--- src/rtl/sim_video_src.sv ---
// Simulation video source: AXI4-Stream master emitting raster frames of a
// {frame, y, x} test pattern, gated by a level-sensitive start input.
module sim_video_src #(
    parameter int DATA_WIDTH = 24,
    parameter int H_ACTIVE   = 16,
    parameter int V_ACTIVE   = 8,
    parameter int FRAME_GAP  = 4,
    parameter int NUM_FRAMES = 0
) (
    input  logic                  clk,
    input  logic                  rst,
    input  logic                  start,
    output logic                  vtvalid,
    output logic [DATA_WIDTH-1:0] vtdata,
    output logic                  vtlast,
    input  logic                  vtready
);

    localparam int XW    = (H_ACTIVE > 1) ? $clog2(H_ACTIVE) : 1;
    localparam int YW    = (V_ACTIVE > 1) ? $clog2(V_ACTIVE) : 1;
    localparam int GAP_W = (FRAME_GAP > 1) ? $clog2(FRAME_GAP) : 1;

    localparam logic [XW-1:0]    X_LAST   = XW'(H_ACTIVE - 1);
    localparam logic [YW-1:0]    Y_LAST   = YW'(V_ACTIVE - 1);
    localparam logic [GAP_W-1:0] GAP_LAST = GAP_W'(FRAME_GAP - 1);

    typedef enum logic [1:0] {
        S_IDLE,
        S_ACTIVE,
        S_GAP,
        S_DONE
    } state_e;

    state_e                  state_q, state_d;
    logic [XW-1:0]           x_q, x_d;
    logic [YW-1:0]           y_q, y_d;
    logic [15:0]             frame_q, frame_d;
    logic [15:0]             sent_q, sent_d;
    logic [GAP_W-1:0]        gap_q, gap_d;
    logic                    valid_q, valid_d;
    logic [DATA_WIDTH-1:0]   data_q, data_d;
    logic                    last_q, last_d;

    logic        fire;
    logic        frame_end;
    logic [15:0] sent_inc;
    logic        quota_hit;

    assign fire      = valid_q & vtready;
    assign frame_end = fire && (x_q == X_LAST) && (y_q == Y_LAST);
    assign sent_inc  = sent_q + 16'd1;
    assign quota_hit = (NUM_FRAMES != 0) && (sent_inc == 16'(NUM_FRAMES));

    assign vtvalid = valid_q;
    assign vtdata  = data_q;
    assign vtlast  = last_q;

    // State and datapath registers; reset aborts any frame in flight.
    always_ff @(posedge clk or posedge rst) begin
        if (rst) begin
            state_q <= S_IDLE;
            x_q     <= '0;
            y_q     <= '0;
            frame_q <= '0;
            sent_q  <= '0;
            gap_q   <= '0;
            valid_q <= 1'b0;
            data_q  <= '0;
            last_q  <= 1'b0;
        end else begin
            // NOTE: non-blocking so every register samples pre-edge values.
            state_q <= state_d;
            x_q     <= x_d;
            y_q     <= y_d;
            frame_q <= frame_d;
            sent_q  <= sent_d;
            gap_q   <= gap_d;
            valid_q <= valid_d;
            data_q  <= data_d;
            last_q  <= last_d;
        end
    end

    // Next-state selection; frames always finish before start is re-examined.
    always_comb begin
        // NOTE: default first so no path leaves state_d unassigned (no latch).
        state_d = state_q;
        unique case (state_q)
            S_IDLE: begin
                if (start) state_d = S_ACTIVE;
            end
            S_ACTIVE: begin
                if (frame_end) begin
                    if (quota_hit)          state_d = S_DONE;
                    else if (FRAME_GAP > 0) state_d = S_GAP;
                    else if (start)         state_d = S_ACTIVE;
                    else                    state_d = S_IDLE;
                end
            end
            S_GAP: begin
                if (gap_q == GAP_LAST) state_d = start ? S_ACTIVE : S_IDLE;
            end
            S_DONE: begin
                if (!start) state_d = S_IDLE;
            end
            default: state_d = S_IDLE;
        endcase
    end

    // Raster counters and the registered stream outputs for the next cycle.
    always_comb begin
        x_d     = x_q;
        y_d     = y_q;
        frame_d = frame_q;
        sent_d  = sent_q;
        gap_d   = '0;

        if (state_q == S_ACTIVE && fire) begin
            if (x_q == X_LAST) begin
                x_d = '0;
                if (y_q == Y_LAST) begin
                    y_d     = '0;
                    frame_d = frame_q + 16'd1;
                    sent_d  = sent_inc;
                end else begin
                    y_d = y_q + YW'(1);
                end
            end else begin
                x_d = x_q + XW'(1);
            end
        end

        if (state_q == S_GAP) gap_d = gap_q + GAP_W'(1);

        // A new session starts counting its frame quota from zero.
        if (state_d == S_IDLE) sent_d = '0;

        // Stalled beats keep the same x/y, so the presented pixel holds.
        valid_d = (state_d == S_ACTIVE);
        data_d  = '0;
        last_d  = 1'b0;
        if (valid_d) begin
            data_d = DATA_WIDTH'({frame_d[7:0], 8'(y_d), 8'(x_d)});
            last_d = (x_d == X_LAST);
        end
    end

endmodule

--- config.mk ---
export PLATFORM = sky130hd
export DESIGN_NAME = sim_video_src
export DESIGN_NICKNAME = d
export VERILOG_FILES = /design/src/rtl/sim_video_src.sv
export SDC_FILE = /design/constraint.sdc
export NUM_CORES = 1
export LEC_CHECK = 0
export CORE_MARGIN = 4
export CORE_UTILIZATION = 39
export DETAILED_ROUTE_END_ITERATION = 16
export MAX_ROUTING_LAYER = met4
export PLACE_DENSITY = 0.67
export SLEW_MARGIN = 20
export SYNTH_ARGS = -nofsm -noshare
export SYNTH_HDL_FRONTEND = slang
export SYNTH_SLANG_ARGS = --single-unit
--- constraint.sdc ---
create_clock -name clk -period 4.25 [get_ports clk]
set_clock_uncertainty 0.15 [all_clocks]
set_input_delay 0.6375 -clock clk [delete_from_list [all_inputs] [get_ports clk]]
set_output_delay 0.6375 -clock clk [all_outputs]
set_load 0.1 [all_outputs]
==> results.toml, run 1 <==
[setup_path]
cp_num_buf_inv = 1
end_kind = "output pin"
path_cells = "clkdlybuf4s50_1"
cp.required_ns = 3.46
crit_slowest_cell = "clkdlybuf4s50_1"
critical_path_arrival_ns = 1.79
r2r_slack_ns = 2.18
critical_path.top_delay_family = "buffers and inverters"
start_kind = "flip-flop"
cp_max_fo = 3
slowest_delay_ns = 1.14
worstSetupPathType = "flip-flop to output pin"

[finish]
fin_cells = 199
area_growth_pct = 19.63
drive_gt1_share_pct = 11.26
fillerInstances = 368
nNetsFinal = 159
n_antenna_cell = 0

[worst_hold_path]
hold_path.class = "flip-flop to flip-flop"

[global_route]
track_usage_pct = 10.87
grt_antenna_before_repair = 0
grt_overflow = 0
grt_pass1_wl_mm = 4.181
grt_max_degree = 20
first_global_vias = 898

[timing]
holdWs_ns = 0.2934
slew_violations = 0
fin_tns_setup_ns = 0
max_freq_ghz = 0.3878
rsz0062_at_grt = "no"
period_minus_slack_ns = 2.578
finalSetupViolCount = 0
max_slew_margin_pct = 34.33
hold_viol_final = 0
finalCritPeriodShare_pct = 60.67
tightest_slew_ns = 0.9820

[run_status]
outcome = "complete, no violations"

[synthesis]
synth_top_area_share_pct = 58.16
synth_area_um2 = 1549
yosysMostFrequentCell = "dfrtp_1"
synth.avg_cell_area_um2 = 12.20
netlist_top_cells_area = "dfrtp_1 58%, and2_1 5.3%, buf_4 4.4%, ha_1 4.0%, xnor2_1 3.4%"
syn_inst = 127
synth_top_area_cell = "dfrtp_1"
synth-seq-area-share_pct = 58.16
synth_edf_count = 0
synthTopCellsByCount = "36 x dfrtp_1, 13 x and2_1, 9 x buf_4, 8 x nand2_1, 6 x xnor2_1"
ys_types = 34
synth-async-reset-ratio_pct = 100.0
ys_ff_latch = 36
synth_warnings = 0
synth-main-ff-cell = "dfrtp_1"

[route]
drc = 0
wl_per_cell_um = 12.41
first_pass_iters = 2
viasPerCell = 4.704
drt_iter0_markers = 27
wirelength_mm = 2.470
vias = 936
antenna_left = 0

[power]
leakage_uw = 0.0008942
finalPower_uw = 1142
ir_drop_uv = 260.3
power_density_nw_per_um2 = 616.1

[floorplanning]
core-area_um2 = 3744
dieHeight_um = 71.02
io_pins = 30
dieArea_um2 = 5044
num_rows = 22
start_util_pct = 41.38
die_x_um = 71.02

[placement]
gp_congestion = 0.7882
port_buffers = 20
placedCellCount = 191
dp_hpwl_mm = 1.860

[run]
maxCapViolCount = 0

[cts]
cts_resized = 0
root_buffer = "clkbuf_8"
cts_tree = "built"
h-tree-depth = 2
cts_hold_buf = 0
clock_sinks = 36
clock_latency_ns = 0.28
clk_pin_slew_worst_paths_ns = 0.07
postCtsSetupBuffers = 0
cts_buffer_depth = 2
cts_buffers = 5
==> layout by cell type, fill, tap and decap left out, types with 5 or more instances in the layout <==
cell	Yosys	final
ha_1	5	5
conb_1	1	9
and2_1	13	13
clkbuf_8	0	5
clkdlybuf4s50_1	0	20
xnor2_1	6	6
dfrtp_1	36	36
nand2_1	8	8
==> layout make-up <==
| class | instances | area (um2) | area share [%] |
|---|---|---|---|
| flip-flops and latches | 36 | 900.9 | 48.62 |
| clock inverters | 3 | 42.54 | 2.296 |
| well taps | 48 | 60.06 | 3.241 |
| repair buffers | 21 | 207.7 | 11.21 |
| clock buffers | 5 | 68.82 | 3.714 |
| inverters | 5 | 20.02 | 1.080 |
| multi-input cells | 81 | 553.0 | 29.84 |
==> path summary, 6_finish.rpt <==
path	endpoint	cells after the start	startpoint
min in group asynchronous	state_q[1]$_DFF_PP0_	2	rst
setup reg to reg	vtdata[19]$_DFF_PP0_	6	x_q[0]$_DFF_PP0_
setup / recovery	vtvalid	1	vtvalid$_DFF_PP0_
hold reg to reg	gap_q[0]$_DFF_PP0_	1	gap_q[0]$_DFF_PP0_
hold / removal	gap_q[0]$_DFF_PP0_	1	gap_q[0]$_DFF_PP0_
max in group asynchronous	vtdata[19]$_DFF_PP0_	3	rst
==> flip-flops by register name, indices dropped and copies added (netlist names) <==
signal / flops
vtvalid: 1
y_q: 3
state_q: 2
vtlast: 1
gap_q: 2
frame_q: 8
vtdata: 15
x_q: 4
==> report_power, final <==
| group | internal, uW | leakage [uW] | switching (uW) | total, uW |
|---|---|---|---|---|
| clock | 173 | 0.0000541 | 117 | 291 |
| sequential | 396 | 0.000473 | 38.4 | 434 |
| combinational | 104 | 0.000368 | 313 | 417 |
| total | 673 | 0.000894 | 469 | 1140 |
==> through the flow <==
stage | cell area, um2 | setup slack (ns) | utilization (%)
2_1_floorplan | 1579 | 1.812 | -
3_3_place_gp | 1742 | 1.720 | 46.52
3_5_place_dp | 1742 | 1.685 | 46.52
5_1_grt | 1853 | 1.621 | 49.50
4_1_cts | 1853 | 1.661 | 49.50
6_report | 1853 | 1.672 | 49.50
==> kinds of logic (layout without fill, tap and decap cells) <==
group                      Yosys count  in the layout  share of synthesized area [%]
and+or+nand+nor                     43             43                          16.88
other                                1              9                         0.2421
muxes                                4              4                          2.908
buffers and inverters               18             34                          8.076
xor gates and xnor gates             8              8                          4.524
DFF                                 36             36                          58.16
adders and majority gates            5              5                          4.039
AOI/OAI and AO/OA                   12             12                          5.170
==> metal layers <==
layer / up-vias / part of all wire, % / track usage [%]
met5: - / 0 / -
met4: 0 / 0.61 / 3.132
met3: 4 / 5.7 / 3.835
met2: 26 / 47 / 16.48
met1: 449 / 46 / 13.75
li1: 457 / - / -
Note: power is estimated with default switching activity, not from simulation.
==> run 2: changes to the inputs <==
==> constraint.sdc (replaced) <==
create_clock -name clk -period 2.4 [get_ports clk]
set_clock_uncertainty 0.15 [all_clocks]
set_input_delay 0.36 -clock clk [delete_from_list [all_inputs] [get_ports clk]]
set_output_delay 0.36 -clock clk [all_outputs]
set_load 0.1 [all_outputs]
==> run 2 against run 1 <==
Compared with the run above:
- hold slack lost 0.067 ns
- wire length grew 2.9%
- global-route usage grew 0.83 points
- sequential cell count is the same
- clock power grew 44%
- register-to-register slack lost 1.9 ns
- via count shrank 2.6%
- critical endpoint is now vtlast$_DFF_PP0_
- largest cell class unchanged
- highest routed layer unchanged
==> results.toml, run 2 (synthesis results as in run 1) <==
[cts]
cts_hold_buf = 0
postCtsSetupBuffers = 0
cts_tree = "built"
cts_buffers = 5
clock_sinks = 36
cts_resized = 0
root_buffer = "clkbuf_8"
clock_latency_ns = 0.29
clk_pin_slew_worst_paths_ns = 0.07
h-tree-depth = 2
cts_buffer_depth = 2

[global_route]
grt_max_degree = 19
grt_antenna_before_repair = 0
grt_pass1_wl_mm = 4.360
first_global_vias = 918
grt_overflow = 0
track_usage_pct = 11.70

[timing]
max_freq_ghz = 0.4823
finalCritPeriodShare_pct = 86.39
fin_tns_setup_ns = 0
period_minus_slack_ns = 2.073
finalSetupViolCount = 0
rsz0062_at_grt = "no"
hold_viol_final = 0
setup_ws_ns = 0.3266
slew_violations = 0

[floorplanning]
core-area_um2 = 3744
start_util_pct = 41.38
dieHeight_um = 71.02
dieArea_um2 = 5044
io_pins = 30
die_x_um = 71.02
num_rows = 22

[setup_path]
critical_path_arrival_ns = 2.12
start_kind = "flip-flop"
cp_num_buf_inv = 0
reg2reg_to = "vtlast$_DFF_PP0_"
crit_slowest_cell = "dfrtp_1"
cp.required_ns = 2.45
cp_max_fo = 6
path_cells = "ha_1, and2_1, and4_4, or3_4, nor4_2"
worstSetupPathType = "flip-flop to flip-flop"
reg2regPathDepth = 5
r2r_start = "x_q[0]$_DFF_PP0_"
slowest_delay_ns = 0.43
end_kind = "flip-flop"
critical_path.top_delay_family = "simple AND/OR/NAND/NOR gates"
r2r_slack_ns = 0.33

[finish]
fin_area_um2 = 1808
final_cell_mix = "35 x dfrtp_1, 18 x buf_4, 13 x and2_1"
final_common_cell = "dfrtp_1"
largest_reg_flops = 15
area_growth_pct = 16.72
nNetsFinal = 160
n_antenna_cell = 0
fillerInstances = 358
drive_gt1_share_pct = 23.68

[route]
drt_iter0_markers = 54
drc = 0
vias = 912
viasPerCell = 4.560
first_pass_iters = 4
wirelength_mm = 2.542
antenna_left = 0
wl_per_cell_um = 12.71

[placement]
place_area_um2 = 1720
gp_congestion = 0.7879
dp_slack_ns = 0.1296
port_buffers = 20
dp_hpwl_mm = 1.926

[worst_hold_path]
hold_path.class = "input pin to asynchronous set/reset pin"

[run]
maxCapViolCount = 0

[power]
leakage_uw = 0.0009246
power_density_nw_per_um2 = 1061
ir_drop_uv = 411.3

[run_status]
outcome = "complete, no violations"
run 2: power by group:
group | leakage [uW] | internal [uW] | total [uW] | switching (uW)
Sequential | 0.000472 | 701 | 774 | 73.5
Combinational | 0.000404 | 171 | 726 | 555
Clock | 0.0000479 | 202 | 419 | 217
Total | 0.000925 | 1070 | 1920 | 845
run 2: through the flow:
| step | std cells | hold WS, ns | power (uW) | util [%] |
|---|---|---|---|---|
| after floorplan | 135 | 0.2639 | 1381 | - |
| after global placement | 192 | 0.2746 | 1497 | 45.96 |
| after detailed placement | 192 | 0.2921 | 1519 | 45.96 |
| after CTS | 200 | 0.2336 | 1942 | 48.30 |
| after global routing | 200 | 0.2706 | 2007 | 48.30 |
| final | 200 | 0.2263 | 1919 | 48.30 |
run 2: worst register-to-register path, cell delays in order, from the launching register on:
cell     delay [ns]
dfrtp_1        0.43
ha_1           0.27
and2_1         0.21
and4_4         0.22
or3_4          0.42
nor4_2         0.28
run 2: worst max-delay path by stage:
stage                           start                   end  cells after the start
floorplan           vtvalid$_DFF_PP0_      vtlast$_DFF_PP0_                      6
global placement              vtready  vtdata[19]$_DFF_PP0_                      6
detailed placement            vtready  vtdata[19]$_DFF_PP0_                      6
CTS                  x_q[0]$_DFF_PP0_   vtdata[9]$_DFF_PP0_                      6
global route         x_q[0]$_DFF_PP0_      vtlast$_DFF_PP0_                      5
finish               x_q[0]$_DFF_PP0_      vtlast$_DFF_PP0_                      5
run 2: metal layers:
| metal | vias to the layer above | part of all wire [%] | global-route usage [%] |
|---|---|---|---|
| met4 | 0 | 1.9 | 4.802 |
| met3 | 6 | 6.4 | 5.540 |
| li1 | 460 | - | - |
| met5 | - | 0 | - |
| met1 | 421 | 48 | 14.58 |
| met2 | 25 | 43 | 16.27 |
run 2: area by class of cell:
type / count / area [um2] / area share (%)
multi-input cells: 81 / 553.0 / 30.59
well taps: 48 / 60.06 / 3.322
inverters: 5 / 20.02 / 1.107
clock buffers: 5 / 68.82 / 3.806
flip-flops and latches: 36 / 902.1 / 49.90
repair buffers: 22 / 185.2 / 10.24
clock inverters: 3 / 18.77 / 1.038
